File: src/rtl/qspi_flash_master_if.sv
// Command/status and flash pin bundle for the fabric-driven flash master.
// Pure wiring, no latency.
// No backpressure: the fabric watches fifo_full/busy/hold before it pushes or starts.
interface qspi_flash_master_if #(
  parameter int G_FIFO_AW = 4
);
  logic [7:0]         p_in_wr_data;
  logic               p_in_wr_en;
  logic               p_in_start;
  logic               p_in_cs_hold;
  logic               p_out_fifo_full;
  logic [G_FIFO_AW:0] p_out_fifo_cnt;
  logic               p_out_ovf;
  logic               p_out_busy;
  logic               p_out_hold;
  logic [7:0]         p_out_rx_data;
  logic               p_out_rx_valid;
  logic               p_out_spi_cs_n;
  logic               p_out_spi_sclk;
  logic               p_out_spi_mosi;
  logic               p_in_spi_miso;

  // Engine side
  modport slave (
    input  p_in_wr_data, p_in_wr_en, p_in_start, p_in_cs_hold, p_in_spi_miso,
    output p_out_fifo_full, p_out_fifo_cnt, p_out_ovf, p_out_busy, p_out_hold,
    output p_out_rx_data, p_out_rx_valid, p_out_spi_cs_n, p_out_spi_sclk, p_out_spi_mosi
  );

  // Fabric sequencer plus flash side
  modport master (
    output p_in_wr_data, p_in_wr_en, p_in_start, p_in_cs_hold, p_in_spi_miso,
    input  p_out_fifo_full, p_out_fifo_cnt, p_out_ovf, p_out_busy, p_out_hold,
    input  p_out_rx_data, p_out_rx_valid, p_out_spi_cs_n, p_out_spi_sclk, p_out_spi_mosi
  );
endinterface

File: src/rtl/qspi_flash_master.sv
// SPI mode-0 byte master for the configuration flash, fed by a small TX FIFO.
// CS falls one cycle after start; a byte takes 16*G_CLK_DIV cycles; rx_valid at byte end.
// Pushes into a full FIFO are dropped (sticky ovf); starts are ignored while busy.
module qspi_flash_master #(
  parameter int G_CLK_DIV  = 2,
  parameter int G_FIFO_AW  = 4,
  parameter int G_CS_GUARD = 2
) (
  input  logic               p_in_clk,
  input  logic               p_in_rst_n,
  qspi_flash_master_if.slave bus
);
  localparam int DIV_W = (G_CLK_DIV > 1) ? $clog2(G_CLK_DIV) : 1;
  localparam int GRD_W = (G_CS_GUARD > 1) ? $clog2(G_CS_GUARD) : 1;
  localparam int DEPTH = 2 ** G_FIFO_AW;
  localparam logic [DIV_W-1:0]   DIV_LAST = DIV_W'(G_CLK_DIV - 1);
  localparam logic [GRD_W-1:0]   GRD_LAST = GRD_W'(G_CS_GUARD - 1);
  localparam logic [G_FIFO_AW:0] CNT_FULL = (G_FIFO_AW + 1)'(DEPTH);

  typedef enum logic [2:0] {S_IDLE, S_SETUP, S_SHIFT, S_HOLD, S_RELEASE, S_GUARD} state_t;

  state_t               state_q, state_d;
  logic [DIV_W-1:0]     div_q, div_d;
  logic [3:0]           edge_q, edge_d;
  logic [GRD_W-1:0]     grd_q, grd_d;
  logic [7:0]           tx_q, tx_d;
  logic [7:0]           rx_sh_q, rx_sh_d;
  logic [7:0]           rx_dat_q, rx_dat_d;
  logic                 rx_vld_q, rx_vld_d;
  logic                 cs_n_q, cs_n_d;
  logic                 sclk_q, sclk_d;
  logic                 mosi_q, mosi_d;
  logic                 ovf_q, ovf_d;
  logic [G_FIFO_AW-1:0] wr_ptr_q, wr_ptr_d;
  logic [G_FIFO_AW-1:0] rd_ptr_q, rd_ptr_d;
  logic [G_FIFO_AW:0]   cnt_q, cnt_d;
  logic [7:0]           mem_q [DEPTH];

  logic       fifo_full, push, pop, run, tick, start_ok;
  logic [7:0] pop_dat;

  // FIFO status and half-period tick; full is judged before any same-cycle pop
  always_comb begin
    fifo_full = (cnt_q == CNT_FULL);
    push      = bus.p_in_wr_en & ~fifo_full;
    pop_dat   = mem_q[rd_ptr_q];
    start_ok  = bus.p_in_start & (cnt_q != '0);
    run       = (state_q == S_SETUP) || (state_q == S_SHIFT) ||
                (state_q == S_RELEASE) || (state_q == S_GUARD);
    tick      = run && (div_q == DIV_LAST);
  end

  // Next-state logic for the sequencer, SPI pins, receive path and FIFO pointers
  always_comb begin
    state_d  = state_q;
    div_d    = run ? (tick ? '0 : div_q + 1'b1) : '0;
    edge_d   = edge_q;
    grd_d    = grd_q;
    tx_d     = tx_q;
    rx_sh_d  = rx_sh_q;
    rx_dat_d = rx_dat_q;
    rx_vld_d = 1'b0;
    cs_n_d   = cs_n_q;
    sclk_d   = sclk_q;
    mosi_d   = mosi_q;
    ovf_d    = ovf_q;
    pop      = 1'b0;
    case (state_q)
      S_IDLE, S_HOLD: begin
        if (start_ok) begin
          pop     = 1'b1;
          tx_d    = pop_dat;
          mosi_d  = pop_dat[7];
          cs_n_d  = 1'b0;
          ovf_d   = 1'b0;
          state_d = S_SETUP;
        end else if (state_q == S_HOLD && !bus.p_in_cs_hold) begin
          state_d = S_RELEASE;
        end
      end
      S_SETUP: begin
        if (tick) begin
          edge_d  = '0;
          state_d = S_SHIFT;
        end
      end
      S_SHIFT: begin
        if (tick) begin
          if (!edge_q[0]) begin
            // rising edge: the flash bit is captured as SCLK goes high
            sclk_d  = 1'b1;
            rx_sh_d = {rx_sh_q[6:0], bus.p_in_spi_miso};
            edge_d  = edge_q + 1'b1;
          end else if (edge_q != 4'd15) begin
            sclk_d = 1'b0;
            mosi_d = tx_q[6];
            tx_d   = {tx_q[6:0], 1'b0};
            edge_d = edge_q + 1'b1;
          end else begin
            // byte end: chain the next byte back-to-back if one is queued
            sclk_d   = 1'b0;
            rx_dat_d = rx_sh_q;
            rx_vld_d = 1'b1;
            edge_d   = '0;
            if (cnt_q != '0) begin
              pop    = 1'b1;
              tx_d   = pop_dat;
              mosi_d = pop_dat[7];
            end else if (bus.p_in_cs_hold) begin
              state_d = S_HOLD;
            end else begin
              state_d = S_RELEASE;
            end
          end
        end
      end
      S_RELEASE: begin
        if (tick) begin
          cs_n_d  = 1'b1;
          mosi_d  = 1'b0;
          grd_d   = '0;
          state_d = S_GUARD;
        end
      end
      S_GUARD: begin
        if (tick) begin
          if (grd_q == GRD_LAST) state_d = S_IDLE;
          else                   grd_d   = grd_q + 1'b1;
        end
      end
      default: state_d = S_IDLE;
    endcase
    if (bus.p_in_wr_en && fifo_full) ovf_d = 1'b1;
    wr_ptr_d = wr_ptr_q + G_FIFO_AW'(push);
    rd_ptr_d = rd_ptr_q + G_FIFO_AW'(pop);
    cnt_d    = cnt_q + (G_FIFO_AW + 1)'(push) - (G_FIFO_AW + 1)'(pop);
  end

  // State registers; reset drops any byte in flight
  always_ff @(posedge p_in_clk or negedge p_in_rst_n) begin
    if (!p_in_rst_n) begin
      state_q  <= S_IDLE;
      div_q    <= '0;
      edge_q   <= '0;
      grd_q    <= '0;
      tx_q     <= '0;
      rx_sh_q  <= '0;
      rx_dat_q <= '0;
      rx_vld_q <= 1'b0;
      cs_n_q   <= 1'b1;
      sclk_q   <= 1'b0;
      mosi_q   <= 1'b0;
      ovf_q    <= 1'b0;
      wr_ptr_q <= '0;
      rd_ptr_q <= '0;
      cnt_q    <= '0;
    end else begin
      state_q  <= state_d;
      div_q    <= div_d;
      edge_q   <= edge_d;
      grd_q    <= grd_d;
      tx_q     <= tx_d;
      rx_sh_q  <= rx_sh_d;
      rx_dat_q <= rx_dat_d;
      rx_vld_q <= rx_vld_d;
      cs_n_q   <= cs_n_d;
      sclk_q   <= sclk_d;
      mosi_q   <= mosi_d;
      ovf_q    <= ovf_d;
      wr_ptr_q <= wr_ptr_d;
      rd_ptr_q <= rd_ptr_d;
      cnt_q    <= cnt_d;
    end
  end

  // FIFO storage; contents are meaningless until written so no reset
  always_ff @(posedge p_in_clk) begin
    if (push) mem_q[wr_ptr_q] <= bus.p_in_wr_data;
  end

  assign bus.p_out_fifo_full = fifo_full;
  assign bus.p_out_fifo_cnt  = cnt_q;
  assign bus.p_out_ovf       = ovf_q;
  assign bus.p_out_busy      = run;
  assign bus.p_out_hold      = (state_q == S_HOLD);
  assign bus.p_out_rx_data   = rx_dat_q;
  assign bus.p_out_rx_valid  = rx_vld_q;
  assign bus.p_out_spi_cs_n  = cs_n_q;
  assign bus.p_out_spi_sclk  = sclk_q;
  assign bus.p_out_spi_mosi  = mosi_q;
endmodule

File: src/flat_wrapper.sv
// flat-port wrapper written by rule: the top's interface ports become plain ports
module qspi_flash_master_flat 
#(
  parameter int G_CLK_DIV  = 2,
  parameter int G_FIFO_AW  = 4,
  parameter int G_CS_GUARD = 2
)
  (p_in_clk, p_in_rst_n, bus_p_in_wr_data, bus_p_in_wr_en, bus_p_in_start, bus_p_in_cs_hold, bus_p_in_spi_miso, bus_p_out_fifo_full, bus_p_out_fifo_cnt, bus_p_out_ovf, bus_p_out_busy, bus_p_out_hold, bus_p_out_rx_data, bus_p_out_rx_valid, bus_p_out_spi_cs_n, bus_p_out_spi_sclk, bus_p_out_spi_mosi);
  qspi_flash_master_if #(.G_FIFO_AW(G_FIFO_AW)) bus_i ();
  input  logic p_in_clk;
  input  logic p_in_rst_n;
  input wire logic [$bits(bus_i.p_in_wr_data)-1:0] bus_p_in_wr_data;
  input wire logic [$bits(bus_i.p_in_wr_en)-1:0] bus_p_in_wr_en;
  input wire logic [$bits(bus_i.p_in_start)-1:0] bus_p_in_start;
  input wire logic [$bits(bus_i.p_in_cs_hold)-1:0] bus_p_in_cs_hold;
  input wire logic [$bits(bus_i.p_in_spi_miso)-1:0] bus_p_in_spi_miso;
  output wire logic [$bits(bus_i.p_out_fifo_full)-1:0] bus_p_out_fifo_full;
  output wire logic [$bits(bus_i.p_out_fifo_cnt)-1:0] bus_p_out_fifo_cnt;
  output wire logic [$bits(bus_i.p_out_ovf)-1:0] bus_p_out_ovf;
  output wire logic [$bits(bus_i.p_out_busy)-1:0] bus_p_out_busy;
  output wire logic [$bits(bus_i.p_out_hold)-1:0] bus_p_out_hold;
  output wire logic [$bits(bus_i.p_out_rx_data)-1:0] bus_p_out_rx_data;
  output wire logic [$bits(bus_i.p_out_rx_valid)-1:0] bus_p_out_rx_valid;
  output wire logic [$bits(bus_i.p_out_spi_cs_n)-1:0] bus_p_out_spi_cs_n;
  output wire logic [$bits(bus_i.p_out_spi_sclk)-1:0] bus_p_out_spi_sclk;
  output wire logic [$bits(bus_i.p_out_spi_mosi)-1:0] bus_p_out_spi_mosi;
  assign bus_i.p_in_wr_data = bus_p_in_wr_data;
  assign bus_i.p_in_wr_en = bus_p_in_wr_en;
  assign bus_i.p_in_start = bus_p_in_start;
  assign bus_i.p_in_cs_hold = bus_p_in_cs_hold;
  assign bus_i.p_in_spi_miso = bus_p_in_spi_miso;
  assign bus_p_out_fifo_full = bus_i.p_out_fifo_full;
  assign bus_p_out_fifo_cnt = bus_i.p_out_fifo_cnt;
  assign bus_p_out_ovf = bus_i.p_out_ovf;
  assign bus_p_out_busy = bus_i.p_out_busy;
  assign bus_p_out_hold = bus_i.p_out_hold;
  assign bus_p_out_rx_data = bus_i.p_out_rx_data;
  assign bus_p_out_rx_valid = bus_i.p_out_rx_valid;
  assign bus_p_out_spi_cs_n = bus_i.p_out_spi_cs_n;
  assign bus_p_out_spi_sclk = bus_i.p_out_spi_sclk;
  assign bus_p_out_spi_mosi = bus_i.p_out_spi_mosi;
  qspi_flash_master #(.G_CLK_DIV(G_CLK_DIV), .G_FIFO_AW(G_FIFO_AW), .G_CS_GUARD(G_CS_GUARD)) u_core (.p_in_clk(p_in_clk), .p_in_rst_n(p_in_rst_n), .bus(bus_i));
endmodule
File: config.mk
export PLATFORM = sky130hd
export DESIGN_NAME = qspi_flash_master_flat
export DESIGN_NICKNAME = d
export VERILOG_FILES = /design/src/rtl/qspi_flash_master_if.sv /design/src/rtl/qspi_flash_master.sv /design/src/flat_wrapper.sv
export SDC_FILE = /design/constraint.sdc
export NUM_CORES = 1
export LEC_CHECK = 0
export CORE_AREA = 5 5 118 120
export CTS_BUF_LIST = sky130_fd_sc_hd__clkbuf_4 sky130_fd_sc_hd__clkbuf_8
export CTS_CLUSTER_SIZE = 25
export DETAILED_ROUTE_END_ITERATION = 7
export DIE_AREA = 0 0 123 125
export PLACE_DENSITY = 0.86
export REMOVE_ABC_BUFFERS = 1
export SLEW_MARGIN = 20
export SYNTH_ARGS = -nofsm -noshare
export SYNTH_HDL_FRONTEND = slang
export SYNTH_SLANG_ARGS = --single-unit
export TNS_END_PERCENT = 50
File: constraint.sdc
create_clock -name p_in_clk -period 3.2 [get_ports p_in_clk]
set_input_delay 0.64 -clock p_in_clk [delete_from_list [all_inputs] [get_ports p_in_clk]]
set_output_delay 0.64 -clock p_in_clk [all_outputs]
set_load 0.01 [all_outputs]
---- Word level (Yosys, flattened, before mapping) ----
Memories as Yosys holds them, arrays and structs flattened.
Index checks and enable logic that the tools add are counted.
Widths: inputs -> output; s select.
storage, ports and cells
  output and inout port bits .............. 21
  bits in read-only memories .............. 0
  word-level logic and storage cells ...... 126
  bits in writable memories ............... 128
  input port bits ......................... 14
  register bits after elaboration ......... 50
  latch bits .............................. 0
  memories kept ........................... 1
operators by class
  equal/unequal tests ..................... 18
  add/sub/neg operators ................... 7
  bitwise logic cells ..................... 5
  divide/modulo/power cells ............... 0
  multiply operators ...................... 0
  mux-type cells .......................... 53
  reductions and logical operators ........ 27
  magnitude comparators ................... 0
  shifts and indexed selects .............. 0
memories
  name          depth  bits a word  rd ports  clocked after memory_dff  write ports  RTL line                 text
  u_core.mem_q  16     8            1         0                         1            qspi_flash_master.sv:37  logic [7:0] mem_q [DEPTH];
operators with widths
  cell                 count
  $mux 7               5
  $mux 3               11
  $mux 1               26
  $mux 4               4
  $pmux 3 s5           1
  $ne 2x1->1 const B   7
  $pmux 7 s2           1
  $reduce_and 3->1     4
  $reduce_bool 2->1    6
  $reduce_and 9->1     1
  $add 4x1->4          2
  $pmux 4 s2           1
  $eq 3x2->1 const B   2
  $eq 3x3->1 const B   2
  $pmux 1 s2           3
  $reduce_and 6->1     1
  $add 5x1->5          1
  $eq 5x5->1 const B   1
  $reduce_and 5->1     1
  $reduce_bool 5->1    1
  $sub 5x1->5          1
  $add 4x1->4 const B  1
  $ne 2x2->1 const B   2
  $ne 4x4->1 const B   1
  other kinds (15)     24

---- Depth between registers and ports, before layout ----
Gate-level depths: netlist of run 1.
  depth after elaboration ................. 8
  gate-level depth with buffers ........... 13
  gate-level depth less buffers ........... 12

---- Worst setup path after synthesis of run 1 ----
No wires, ideal clock.
  kind .................................... register to register
  start point ............................. register u_core.edge_q[1]
  end point ............................... register u_core.cnt_q[4], in the netlist u_core.bus.p_out_fifo_cnt[4]
  clock period less this slack ............ 2.689 ns
  library setup time ...................... 0.123 ns
  data required time ...................... 3.077 ns
  path buffers ............................ 1
  arrival ................................. 2.566 ns
  setup slack ............................. 0.511 ns
  stages on the path, launching flop included .. 14
  cells stage by stage .................... dfrtp_1 > ha_1 > and4_1 > and3_1 > buf_2 > o21ai_2 > or2_1 > nand2_1 > ha_1 > fa_1 > a21oi_1 > nor2_1 > nor2_1 > xnor2_1
on the way
  longest elaborated chain between the ends .. 6
RTL lines
  element                    RTL line                  text
  from (decl)                qspi_flash_master.sv:24   logic [3:0] edge_q, edge_d;
  from (signal assigned)     qspi_flash_master.sv:160  edge_q <= edge_d;
  $ne 4x4->1                 qspi_flash_master.sv:94   end else if (edge_q != 4'd15) begin
  $mux 1                     qspi_flash_master.sv:94
  $mux 1                     qspi_flash_master.sv:89   if (!edge_q[0]) begin
  $mux 1                     qspi_flash_master.sv:88   if (tick) begin
  $pmux 1 s2                 qspi_flash_master.sv:68   case (state_q)
  $sub 5x1->5                qspi_flash_master.sv:136  cnt_d = cnt_q + (G_FIFO_AW + 1)'(push) - (G_FIFO_AW + 1)'(pop);
  named net u_core.cnt_d[4]  qspi_flash_master.sv:36   logic [G_FIFO_AW:0] cnt_q, cnt_d;
  to (signal assigned)       qspi_flash_master.sv:172  cnt_q <= cnt_d;
  to (decl)                  qspi_flash_master.sv:36
The timed path passes the listed nets, and every way through them passes these cells.
A chain may end at the register's enable or synchronous reset.

---- Worst setup path in the final report of run 1 ----
  start point ............................. register u_core.edge_q[0]
  end point ............................... register u_core.cnt_q[4], in the netlist u_core.bus.p_out_fifo_cnt[4]
on the way
  longest elaborated chain between the ends .. 6
RTL lines
  element                    RTL line
  $ne 4x4->1                 qspi_flash_master.sv:94
  $mux 1                     qspi_flash_master.sv:94
  $mux 1 *                   qspi_flash_master.sv:89
  $mux 1 *                   qspi_flash_master.sv:88
  $pmux 1 s2 *               qspi_flash_master.sv:68
  $sub 5x1->5 *              qspi_flash_master.sv:136
  named net u_core.cnt_d[4]  qspi_flash_master.sv:36
The timed path passes the listed nets; every way through them passes the cells marked *.

==> flow_metrics.tcl, run 1 <==
set metrics [dict create \
    cts_tree "yes" \
    yosysWarnings 0 \
    clock.fmax_mhz 353 \
    grt_util_all_layers_pct 20.1 \
    vias 4266 \
    cts_buffer_depth 2 \
    detail-route-antenna-nets 0 \
    gp_congestion 0.852 \
    yosysTopAreaCell "edfxtp_1" \
    layout.nets 566 \
    num_rows 42 \
    place_ws_ns 0.247 \
    htreeDepth 4 \
    die_y_um 125 \
    totalWireLength_um 14500 \
    dp_hpwl_um 9550 \
    yosysUniqueCellTypes 56 \
    rsz0062_at_grt "no" \
    netlist_area_um2 7460 \
    hold_viol_final 0 \
    synth-edff-count 128 \
    detail_route.vias_per_cell 5.84 \
    cp-start-kind "register" \
    cp_max_fo 8 \
    leakagePower_nw 3.16 \
    cts.hold.buffers_added 0 \
    synth_area_leaders "edfxtp_1, dfrtp_1, mux2i_1, a22oi_1, mux2_1" \
    drv_slew 0 \
    relSlewSlack_pct 37.9 \
    ys.flop_type "edfxtp_1" \
    synth-seq-cells 178 \
    ioPinCount 35 \
    yosysTopAreaCellShare_pct 51.5 \
    ctsResizeCount 0 \
    p_seq_share_pct 45.2 \
    required_ns 3.58 \
    ys_async_sr_fraction_pct 28.1 \
    num_antenna_cells 0 \
    cts-root-buf "clkbuf_8" \
    comb_power_share_pct 34.0 \
    drive_gt1_share_pct 13.4 \
    outcome "completed" \
    path_class "reg2reg" \
    pwr-share-clk_pct 20.7 \
    power_density_nw_per_um2 863 \
    worstMarginPinSlew_ns 0.931 \
    overflow 0 \
    core_um2 12900 \
    post-route-min-period_ns 2.83 \
    final.setup.tns_ns 0 \
    grt_pass1_vias 4365 \
    drtPass1Iterations 5 \
    place_inst 699 \
    multi_input_area_um2 2210 \
    synthCells 489 \
    area_delta_synth_final_pct 13.8 \
    cts_setup_buffers 0 \
    p_int_mw 4.78 \
    antenna_found_initial 0 \
    portBuffers 34 \
    swShare_pct 34.7 \
    start_util_pct 57.9 \
    cts_made_buffers 17 \
    fin_ws_ns 0.369 \
    setup_viol 0 \
    drc 0 \
    vdd.ir_drop.worst_mv 0.429 \
    wl_per_cell_um 19.8 \
    grt_max_degree 51 \
    fp.dieW_um 123 \
    stdcell_count 730 \
    path_clk_slew_ns 0.09 \
    n_fill_cell 888 \
    netSwitchingPower_mw 2.54 \
    dieArea_um2 15400 \
    synth-seq-area-share_pct 68.3 \
    worstPathArrival_ns 3.21 \
    skew_ns 0.0109 \
    drt_iter0_markers 506 \
    post-route-period-util_pct 88.5 \
    clock-sinks 178 \
    end_kind "register" \
    seq_area_um2 5100 \
    hold_path.class "in2async" \
    cap_violations 0 \
    utilization_pct 65.9 \
    worstSkewPairLatency_ns 0.46 \
    whs_ns 0.198 \
    grt_pass1_wl_um 23400 \
    syn_area_per_cell_um2 15.3 \
]
area by class of cell:
class                      count  area share [%]
multi-input combinational    276            26.1
tap                          176            2.59
sequential                   178            60.0
inverter                      11           0.487
timing repair buffer          58            6.25
clock buffer                  17            2.76
clock inverter                14            1.81
routing by layer:
metal  part of all wire, %  vias to the layer above  global-route usage (%)
met5                     0                        -                       0
li1                      -                     1970                       -
met2                    52                      117                    32.6
met4                   1.8                        0                    7.17
met3                   4.9                       26                    4.47
met1                    42                     2153                    27.0
power by group through the flow:
| stage | sequential, mW | combinational [mW] | clock, mW |
|---|---|---|---|
| 3_3_place_gp | 3.32 | 2.37 | 0 |
| 2_1_floorplan | 3.39 | 1.58 | 0 |
| 6_report | 3.31 | 2.49 | 1.52 |
| 5_1_grt | 3.37 | 2.74 | 1.66 |
| 3_5_place_dp | 3.35 | 2.48 | 0 |
| 4_1_cts | 3.31 | 2.50 | 1.55 |
placed cells by master, fill, tap and decap left out, types with 16 or more instances in the layout:
cell type and count:
mux2_1 16, a21oi_1 16, edfxtp_1 128, nor2_1 24, mux2i_1 51, nand2_1 21, clkbuf_8 17, clkdlybuf4s50_1 33
a22oi_1 25, buf_4 24, dfrtp_1 49
per-stage QoR:
stage          power, mW  area (um^2)
3_3_place_gp        5.69         8100
4_1_cts             7.35         8480
2_1_floorplan       4.97         7350
3_5_place_dp        5.83         8100
5_1_grt             7.77         8490
6_report            7.32         8490
kinds of logic (layout without fill, tap and decap cells):
family	count (synthesis)	in the layout	share of synthesized area [%]
xor+xnor	11	11	1.29
mux	76	76	11.8
flops	178	178	68.3
fa+ha+maj	10	10	1.78
simple gates	97	97	6.81
buf+inv	35	100	2.06
compound gates	82	82	7.93
synth_stat cells, types with 4 or more instances:
cell type,instances
o21ai_0,6
nand3_1,12
buf_2,12
dfrtp_1,49
mux2i_1,51
nand2_1,21
a21oi_1,16
nand2b_1,4
clkbuf_1,9
a21o_1,8
ha_1,9
nor2b_1,6
inv_1,8
mux4_2,8
a22oi_1,25
xnor2_1,6
a32oi_1,5
mux2_1,16
nor3_1,6
a22o_1,6
edfxtp_1,128
nor2_1,24
xor2_1,5
worst max-delay path, stage by stage (launching register included):
cell and delay [ns]:
dfrtp_1 0.48, ha_1 0.31, and4_1 0.21, and3_1 0.22, o21ai_2 0.20, or2_1 0.19, nand2_1 0.08, ha_1 0.21
fa_1 0.40, a21oi_1 0.15, nor2_1 0.05, nor2_1 0.11, xnor2_1 0.14
sequential cells by signal, summed over array words and instances (netlist names):
register,count
u_core.bus.p_out_ovf,1
u_core.bus.p_out_rx_data,8
u_core.bus.p_out_spi_mosi,1
u_core.wr_ptr_q,4
u_core.bus.p_out_spi_cs_n,1
u_core.mem_q,128
u_core.grd_q,1
u_core.bus.p_out_spi_sclk,1
u_core.state_q,3
u_core.edge_q,4
u_core.tx_q,7
u_core.div_q,1
u_core.bus.p_out_fifo_cnt,5
u_core.rd_ptr_q,4
u_core.bus.p_out_rx_valid,1
u_core.rx_sh_q,8
worst paths after layout:
path	startpoint	end	slack, ns	depth (start not counted)
min in group p_in_clk	u_core.tx_q[6]	u_core.tx_q[6]	0.48	1
worst min register to register	u_core.tx_q[6]	u_core.tx_q[6]	0.48	1
worst max register to register	u_core.edge_q[0]	u_core.bus.p_out_fifo_cnt[4]	0.37	12
worst max-delay path	u_core.edge_q[0]	u_core.bus.p_out_fifo_cnt[4]	0.37	12
worst min-delay path	p_in_rst_n	u_core.bus.p_out_rx_data[1]	0.20	1
max in group asynchronous	p_in_rst_n	u_core.state_q[1]	2.59	1
(Power assumes the default switching activity.)
==> inputs of run 2 (changes only) <==
PLACE_DENSITY = 0.78   (was 0.86)
==> flow_metrics.tcl, run 2 (synthesized netlist as in run 1, its figures left out) <==
set metrics [dict create \
    comb_power_share_pct 33.6 \
    power.total_mw 7.31 \
    grt_pass1_vias 4415 \
    portBuffers 34 \
    swShare_pct 33.2 \
    hold_viol_final 0 \
    worstSkewPairLatency_ns 0.45 \
    cts-root-buf "clkbuf_8" \
    vdd.ir_drop.worst_mv 0.432 \
    end_kind "register" \
    n_fill_cell 909 \
    cts_setup_buffers 0 \
    top_register "u_core.mem_q" \
    drc 0 \
    grt_pass1_wl_um 23300 \
    cpPeakStageDelay_ns 0.47 \
    die_y_um 125 \
    relSlewSlack_pct 44.2 \
    post-route-min-period_ns 2.93 \
    cp-startpoint "u_core.edge_q[0]" \
    detail-route-antenna-nets 0 \
    cap_violations 0 \
    detail_route.vias_per_cell 5.76 \
    ctsResizeCount 0 \
    start_util_pct 57.9 \
    cp_max_fo 8 \
    whs_ns 0.193 \
    htreeDepth 4 \
    place_ws_ns 0.146 \
    path_class "reg2reg" \
    outcome "completed" \
    drive_gt1_share_pct 14.0 \
    num_antenna_cells 0 \
    cp_slowest_cell "dfrtp_1" \
    p_seq_share_pct 45.2 \
    drv_slew 0 \
    clock-sinks 178 \
    num_rows 42 \
    seq_area_um2 5100 \
    dp_hpwl_um 9700 \
    netSwitchingPower_mw 2.43 \
    worstPathArrival_ns 3.30 \
    hold_path.class "in2async" \
    area_delta_synth_final_pct 14.1 \
    p_int_mw 4.89 \
    mostFrequentLayoutCell "edfxtp_1" \
    required_ns 3.57 \
    rsz0062_at_grt "no" \
    setup_viol 0 \
    antenna_found_initial 0 \
    layout.nets 568 \
    layout_common_cells "edfxtp_1, mux2i_1, dfrtp_1" \
    grt_util_all_layers_pct 20.0 \
    overflow 0 \
    largest_reg_flops 128 \
    worstMarginPinSlew_ns 0.837 \
    cp-start-kind "register" \
    cts.hold.buffers_added 0 \
    leakagePower_nw 3.18 \
    drtPass1Iterations 4 \
    cts_buffer_depth 2 \
    vias 4224 \
    dieArea_um2 15400 \
    wl_per_cell_um 19.2 \
    drt_iter0_markers 403 \
    fp.dieW_um 123 \
    final.setup.tns_ns 0 \
    clock.fmax_mhz 341 \
    cts_made_buffers 17 \
    cts_tree "yes" \
    core_um2 12900 \
    ioPinCount 35 \
    post-route-period-util_pct 91.6 \
    utilization_pct 66.1 \
    path_delay_family "adder cells" \
    grt_max_degree 51 \
    path_buf_inv 0 \
    path_clk_slew_ns 0.09 \
    fin_ws_ns 0.269 \
    gp_congestion 0.849 \
    pwr-share-clk_pct 21.2 \
    skew_ns 0.0114 \
    reg2reg_from "u_core.edge_q[0]" \
    path_cells "ha_1 -> and4_1 -> and3_1 -> o21ai_2 -> or2_1 -> nand2_1 -> ha_1 -> fa_1 -> a21oi_1 -> nor2_1 -> nor2_1 -> xnor2_1" \
    multi_input_area_um2 2210 \
    power_density_nw_per_um2 859 \
    totalWireLength_um 14100 \
]
## run 2: cell count changes in the layout (fill, tap and decap cells not counted), sizes merged
cell    delta
inv        -2
clkinv     -5
buf        +2
clkbuf     +8
## run 2: power groups by stage
stage | combinational (mW) | sequential, mW | clock [mW]
floorplan | 1.58 | 3.39 | 0
global placement | 2.38 | 3.33 | 0
detailed placement | 2.46 | 3.36 | 0
CTS | 2.47 | 3.31 | 1.58
global route | 2.72 | 3.38 | 1.68
finish | 2.46 | 3.31 | 1.55
## run 2: final timing paths
check	end	slack, ns	cells past startpoint
worst max-delay path	u_core.bus.p_out_fifo_cnt[4]	0.27	12
worst min-delay path	u_core.bus.p_out_rx_data[7]	0.19	1
worst max register to register	u_core.bus.p_out_fifo_cnt[4]	0.27	12
worst min register to register	u_core.bus.p_out_rx_data[6]	0.49	1
max in group asynchronous	u_core.wr_ptr_q[3]	2.57	1
min in group p_in_clk	u_core.bus.p_out_rx_data[6]	0.49	1
## run 2: metal layers
metal	track usage, %	part of all wire [%]
met3	3.79	4.0
met2	32.9	51
met5	0	0
met1	26.7	42
met4	7.62	2.2
## run 2: layout make-up
| cell class | count | share of cell area (%) |
|---|---|---|
| flip-flops and latches | 178 | 59.9 |
| well taps | 176 | 2.59 |
| repair buffers | 60 | 6.26 |
| multi-input cells | 276 | 26.0 |
| clock inverters | 7 | 1.15 |
| clock buffers | 25 | 3.67 |
| inverters | 11 | 0.485 |
## run 2: through the flow
stage,area (um^2),cells
after CTS,8510,733
after floorplan,7350,465
after detailed placement,8100,701
after global routing,8510,733
final,8510,733
after global placement,8100,701
==> inputs of run 3 (changes only) <==
CTS_CLUSTER_DIAMETER = 40   (was unset)
==> results of run 3 <==
Same layout as run 2: the final DEF is identical, and so are final timing and power.
